$ cat config.mk
export PLATFORM = sky130hd
export DESIGN_NAME = pll_rst_supervisor
export DESIGN_NICKNAME = d
export VERILOG_FILES = /design/src/rtl/pll_rst_supervisor.sv
export SDC_FILE = /design/constraint.sdc
export NUM_CORES = 1
export LEC_CHECK = 0
export CAP_MARGIN = 20
export CORE_UTILIZATION = 55
export DETAILED_ROUTE_END_ITERATION = 10
export HOLD_SLACK_MARGIN = 0.1
export PLACE_DENSITY = 0.79
export SYNTH_ARGS = -nofsm -noshare
export SYNTH_HDL_FRONTEND = slang
export SYNTH_SLANG_ARGS = --single-unit
$ cat constraint.sdc
create_clock -name clkin1 -period 2.61 [get_ports clkin1]
set_input_delay 0.783 -clock clkin1 [delete_from_list [all_inputs] [get_ports clkin1]]
set_output_delay 0.783 -clock clkin1 [all_outputs]
set_load 0.01 [all_outputs]
$ cat src/rtl/pll_rst_supervisor.sv
// -----------------------------------------------------------------------------
// pll_rst_supervisor
//
// Reset/lock supervisor for the PLL clock wrapper. It pulses the PLL reset,
// waits for lock with a timeout and a bounded number of retries, and requires
// lock to stay high for a qualification window. Only then does it release the
// downstream logic reset. In RUN, a filtered lock loss re-initialises the PLL
// automatically.
//
// Ports (all logic is on the rising edge of clkin1):
//   clkin1        in   board clock (50 MHz, also the PLL reference)
//   sys_rst       in   synchronous active-high reset
//   pll_lock      in   PLL lock flag, asynchronous to clkin1
//   force_relock  in   single-cycle request for a full PLL re-initialisation
//   pll_rst       out  active-high PLL reset
//   user_rst      out  active-high reset for the PLL-clocked logic
//   locked_ok     out  high while in RUN
//   fail          out  high while in FAIL (sticky)
//   retry_cnt     out  timeout retries used in the current bring-up
//   lock_loss_cnt out  lock-loss events since sys_rst, saturating at 255
// -----------------------------------------------------------------------------
module pll_rst_supervisor #(
  parameter int unsigned RST_CYCLES          = 10,
  parameter int unsigned LOCK_TIMEOUT_CYCLES = 50000,
  parameter int unsigned LOCK_STABLE_CYCLES  = 1024,
  parameter int unsigned LOSS_FILTER_CYCLES  = 4,
  parameter int unsigned MAX_RETRIES         = 7
) (
  input  logic       clkin1,
  input  logic       sys_rst,
  input  logic       pll_lock,
  input  logic       force_relock,
  output logic       pll_rst,
  output logic       user_rst,
  output logic       locked_ok,
  output logic       fail,
  output logic [3:0] retry_cnt,
  output logic [7:0] lock_loss_cnt
);

  localparam int unsigned MAX_AB  = (RST_CYCLES > LOCK_TIMEOUT_CYCLES) ?
                                    RST_CYCLES : LOCK_TIMEOUT_CYCLES;
  localparam int unsigned MAX_CD  = (LOCK_STABLE_CYCLES > LOSS_FILTER_CYCLES) ?
                                    LOCK_STABLE_CYCLES : LOSS_FILTER_CYCLES;
  localparam int unsigned MAX_CYC = (MAX_AB > MAX_CD) ? MAX_AB : MAX_CD;
  localparam int unsigned CW      = (MAX_CYC > 1) ? $clog2(MAX_CYC) : 1;

  localparam logic [CW-1:0] RST_LAST    = CW'(RST_CYCLES - 1);
  localparam logic [CW-1:0] TIMEOUT_LAST = CW'(LOCK_TIMEOUT_CYCLES - 1);
  localparam logic [CW-1:0] STABLE_LAST = CW'(LOCK_STABLE_CYCLES - 1);
  localparam logic [CW-1:0] LOSS_LAST   = CW'(LOSS_FILTER_CYCLES - 1);
  localparam logic [3:0]    RETRY_LIMIT = 4'(MAX_RETRIES);

  // Explicit encodings keep the legacy state numbering visible in waveforms.
  typedef enum logic [2:0] {
    S_RESET_PLL = 3'd0,
    S_WAIT_LOCK = 3'd1,
    S_STABLE    = 3'd2,
    S_RUN       = 3'd3,
    S_FAIL      = 3'd4
  } state_t;

  state_t        state_q, state_d;
  logic [CW-1:0] cnt_q, cnt_d;
  logic [3:0]    retry_q, retry_d;
  logic [7:0]    loss_q, loss_d;
  logic          sync1_q, lock_s_q;
  logic          pll_rst_q, user_rst_q, locked_ok_q, fail_q;

  // Two-flop synchroniser; the FSM never looks at pll_lock directly.
  always_ff @(posedge clkin1) begin
    if (sys_rst) begin
      sync1_q  <= 1'b0;
      lock_s_q <= 1'b0;
    end else begin
      sync1_q  <= pll_lock;
      lock_s_q <= sync1_q;
    end
  end

  always_comb begin
    state_d = state_q;
    cnt_d   = cnt_q + CW'(1);
    retry_d = retry_q;
    loss_d  = loss_q;

    if (force_relock) begin
      state_d = S_RESET_PLL;
      cnt_d   = '0;
      retry_d = '0;
    end else begin
      unique case (state_q)
        S_RESET_PLL: begin
          if (cnt_q == RST_LAST) begin
            state_d = S_WAIT_LOCK;
            cnt_d   = '0;
          end
        end
        S_WAIT_LOCK: begin
          // Lock wins over a timeout landing on the same cycle.
          if (lock_s_q) begin
            state_d = S_STABLE;
            cnt_d   = '0;
          end else if (cnt_q == TIMEOUT_LAST) begin
            cnt_d = '0;
            if (retry_q == RETRY_LIMIT) begin
              state_d = S_FAIL;
            end else begin
              state_d = S_RESET_PLL;
              retry_d = retry_q + 4'd1;
            end
          end
        end
        S_STABLE: begin
          if (!lock_s_q) begin
            state_d = S_WAIT_LOCK;
            cnt_d   = '0;
          end else if (cnt_q == STABLE_LAST) begin
            state_d = S_RUN;
            cnt_d   = '0;
            retry_d = '0;
          end
        end
        S_RUN: begin
          // cnt tracks the current run of consecutive low lock samples.
          if (lock_s_q) begin
            cnt_d = '0;
          end else if (cnt_q == LOSS_LAST) begin
            state_d = S_RESET_PLL;
            cnt_d   = '0;
            if (loss_q != '1) begin
              loss_d = loss_q + 8'd1;
            end
          end
        end
        S_FAIL: begin
          cnt_d = '0;
        end
        default: begin
          state_d = S_RESET_PLL;
          cnt_d   = '0;
        end
      endcase
    end
  end

  // Outputs are decoded from the next state so they change on the same edge
  // as the state register rather than one cycle later.
  always_ff @(posedge clkin1) begin
    if (sys_rst) begin
      state_q     <= S_RESET_PLL;
      cnt_q       <= '0;
      retry_q     <= '0;
      loss_q      <= '0;
      pll_rst_q   <= 1'b1;
      user_rst_q  <= 1'b1;
      locked_ok_q <= 1'b0;
      fail_q      <= 1'b0;
    end else begin
      state_q     <= state_d;
      cnt_q       <= cnt_d;
      retry_q     <= retry_d;
      loss_q      <= loss_d;
      pll_rst_q   <= (state_d == S_RESET_PLL);
      user_rst_q  <= (state_d != S_RUN);
      locked_ok_q <= (state_d == S_RUN);
      fail_q      <= (state_d == S_FAIL);
    end
  end

  assign pll_rst       = pll_rst_q;
  assign user_rst      = user_rst_q;
  assign locked_ok     = locked_ok_q;
  assign fail          = fail_q;
  assign retry_cnt     = retry_q;
  assign lock_loss_cnt = loss_q;

endmodule

==> out/metrics.cfg <==
[clocking]
cts_resized = 0
clock-sinks = 37
h-tree-depth = 2
hold_buffers = 0
cts_setup_buffers = 0
cts_max_path_buffers = 2
cts_tree = done
path_clk_slew_ns = 0.11
cts_made_buffers = 5
clockRootBuffer = clkbuf_4
clk_latency_ns = 0.34

[route]
ant_nets = 0
vias_per_cell = 5.65
wl_per_cell_um = 13.9
first_iter_violations = 67
drt-total-wl_mm = 3.92
vias = 1589
drcViolationCount = 0
drtPass1Iterations = 4

[sta]
max_freq_ghz = 0.422
period_needed_ns = 2.37
slew_headroom_pct = 65.5
rsz0062_at_grt = no
finalMaxSlewViolations = 0
hold_violations = 0
worst_slew_pin_slew_ns = 0.513
finalWorstSetupSlack_ns = 0.240
min_period_over_period_pct = 90.8
finalSetupViolations = 0
skew_ns = 0.0131
finalHoldWorstSlack_ns = 0.474

[critical_path]
worst_ep_required_time_ns = 2.84
cpMaxStageDelayCell = dfxtp_1
path_cells = ha_1, nor4b_1, nand4_1, nor4_2, buf_4, a21oi_1, o21ba_2
crit_path_max_incr_delay_ns = 0.41
critical_path.startpoint_type = register
critPathMaxFanout = 8
end_kind = register
cp.arrival_ns = 2.61
critPathKind = reg2reg

[place]
placed_cells = 273
io_buffers = 19
dp_slack_ns = -0.0401
dpl_cell_area_sq_um = 2090
gp_congestion = 0.868
hpwlAfterDp_mm = 2.89

[synthesis]
synth_async_sr_flop_share_pct = 0
yosysWarningCount = 0
syn_inst = 210
synth_ff_type = dfxtp_1
seq_area_frac_synth_pct = 40.2
synth_fp_nets = 218
synth_edf_count = 0
syn_area_per_cell_sq_um = 8.78
synth.ff_latch_count = 37
netlist_area_sq_um = 1840
ys_types = 42

[power_and_ir_drop]
swShare_pct = 20.3
p_comb_share_pct = 2.6
irDropWorstVdd_v = 0.000403
p_sw_mw = 0.206
p_int_mw = 0.808
p_leak_nw = 0.737
pwr-share-clk_pct = 41.1
power.density_nw_per_um2 = 466
seq_power_share_pct = 56.3

[grt]
grt_max_degree = 17
grt_overflow_total = 0
grt_pass1_wl_mm = 6.49
grt_pass1_vias = 1474
antenna_found_initial = 0
track_usage_pct = 24.3

[die]
start_util_pct = 59.0
fp.dieArea_sq_um = 3590
core_sq_um = 3130
io_pins = 20
die_h_um = 59.9
fp-row-count = 20
fp.dieW_um = 59.9

[run_status]
status = finished, final reports clean

[finish]
areaGrowthSynthToFinish_pct = 18.0
final.fill_count = 280
antennaDiodeCount = 0
design_area_sq_um = 2180
nNetsFinal = 244
instances_no_fill = 281
drive_above_1_share_pct = 8.86

[run]
maxCapViolations = 0

[hold_path]
min_path_type = reg2reg

[metal layers]
metal / track usage [%] / part of all wire, %
met1: 30.8 / 48
met5: 0 / 0
met4: 8.97 / 1.1
met2: 41.1 / 47
met3: 4.11 / 3.4
[synthesized netlist by cell type, drive strengths merged (2+ instances only)]
cell type	instances	area, sq um
buf	2	31.3
ha	4	50.1
a21o	4	30.0
nand2	14	52.6
nor4bb	2	20.0
inv	6	22.5
nor2b	6	45.0
clkbuf	5	18.8
o21ai	4	20.0
dfxtp	37	741
or2	3	18.8
xor2	7	61.3
and3	4	25.0
and4	4	35.0
and2	2	12.5
nor2	17	63.8
nand3	10	50.1
nor4	8	56.3
a211oi	2	15.0
nand4	10	62.6
or4	3	26.3
a21oi	7	35.0
xnor2	12	105
mux2i	3	30.0
nor3	20	100
nor4b	2	17.5
[placed cells by master, fill, tap and decap left out, drive strengths merged, types with 6 or more instances in the layout]
master / instances
nor4: 8
nor2b: 6
nand3: 10
inv: 6
nor2: 17
xnor2: 12
buf: 7
clkbuf: 7
clkdlybuf4s50: 19
a21oi: 7
nand4: 10
nand2: 14
xor2: 7
nor3: 20
dfxtp: 37
[worst max-delay path, delay by kind of cell (launching register included)]
kind | cells | cell delay (ns)
and+or+nand+nor | 3 | 1.13
DFF | 1 | 0.41
adders and majority gates | 1 | 0.27
AOI/OAI and AO/OA | 2 | 0.27
buffers and inverters | 1 | 0.19
[logic make-up (layout without fill, tap and decap cells)]
kind of cell | count (synthesis) | in the layout | share of synthesized area [%]
multiplexers | 3 | 3 | 1.63
buffers and inverters | 13 | 40 | 3.93
adder cells (fa/ha/maj) | 4 | 4 | 2.71
XOR/XNOR | 19 | 19 | 9.02
flip-flops | 37 | 37 | 40.2
AO/OA/AOI/OAI | 23 | 23 | 8.28
AND/OR/NAND/NOR | 111 | 111 | 34.3
[path summary, 6_finish.rpt]
path | start | end | slack, ns | depth (start not counted)
hold reg to reg | sync1_q$_SDFF_PP0_ | lock_s_q$_SDFF_PP0_ | 0.47 | 1
setup / recovery | cnt_q[0]$_SDFF_PP0_ | lock_loss_cnt[7]$_SDFFE_PP0P_ | 0.24 | 7
hold / removal | sync1_q$_SDFF_PP0_ | lock_s_q$_SDFF_PP0_ | 0.47 | 1
setup reg to reg | cnt_q[0]$_SDFF_PP0_ | lock_loss_cnt[7]$_SDFFE_PP0P_ | 0.24 | 7
[stage by stage]
stage	setup TNS (ns)	power (mW)	util [%]
final	0	1.01	69.6
after global routing	0	1.05	69.6
after CTS	0	1.02	69.6
after detailed placement	-0.0687	0.610	66.9
after global placement	0	0.609	66.9
after floorplan	0	0.597	-
[sequential cells by signal, indices dropped and copies added, names as in the netlist]
name,count
cnt_q,16
lock_loss_cnt,8
retry_cnt,4
state_q,3
fail,1
lock_s_q,1
locked_ok,1
pll_rst,1
sync1_q,1
user_rst,1
[final cells by class]
type	instances	area (sq um)	share of cell area [%]
Multi-Input combinational cell	160	1030	47.4
Clock inverter	1	30.0	1.38
Inverter	6	22.5	1.03
Timing Repair Buffer	26	243	11.1
Tap cell	44	55.1	2.53
Clock buffer	7	55.1	2.53
Sequential cell	37	741	34.0
[power by group through the flow]
stage | combinational (mW) | clock [mW] | sequential (mW)
6_report | 0.0262 | 0.417 | 0.571
3_5_place_dp | 0.0259 | 0 | 0.584
5_1_grt | 0.0288 | 0.445 | 0.572
3_3_place_gp | 0.0253 | 0 | 0.583
4_1_cts | 0.0260 | 0.426 | 0.571
2_1_floorplan | 0.0153 | 0 | 0.582
Note: power is estimated with default switching activity, not from simulation.
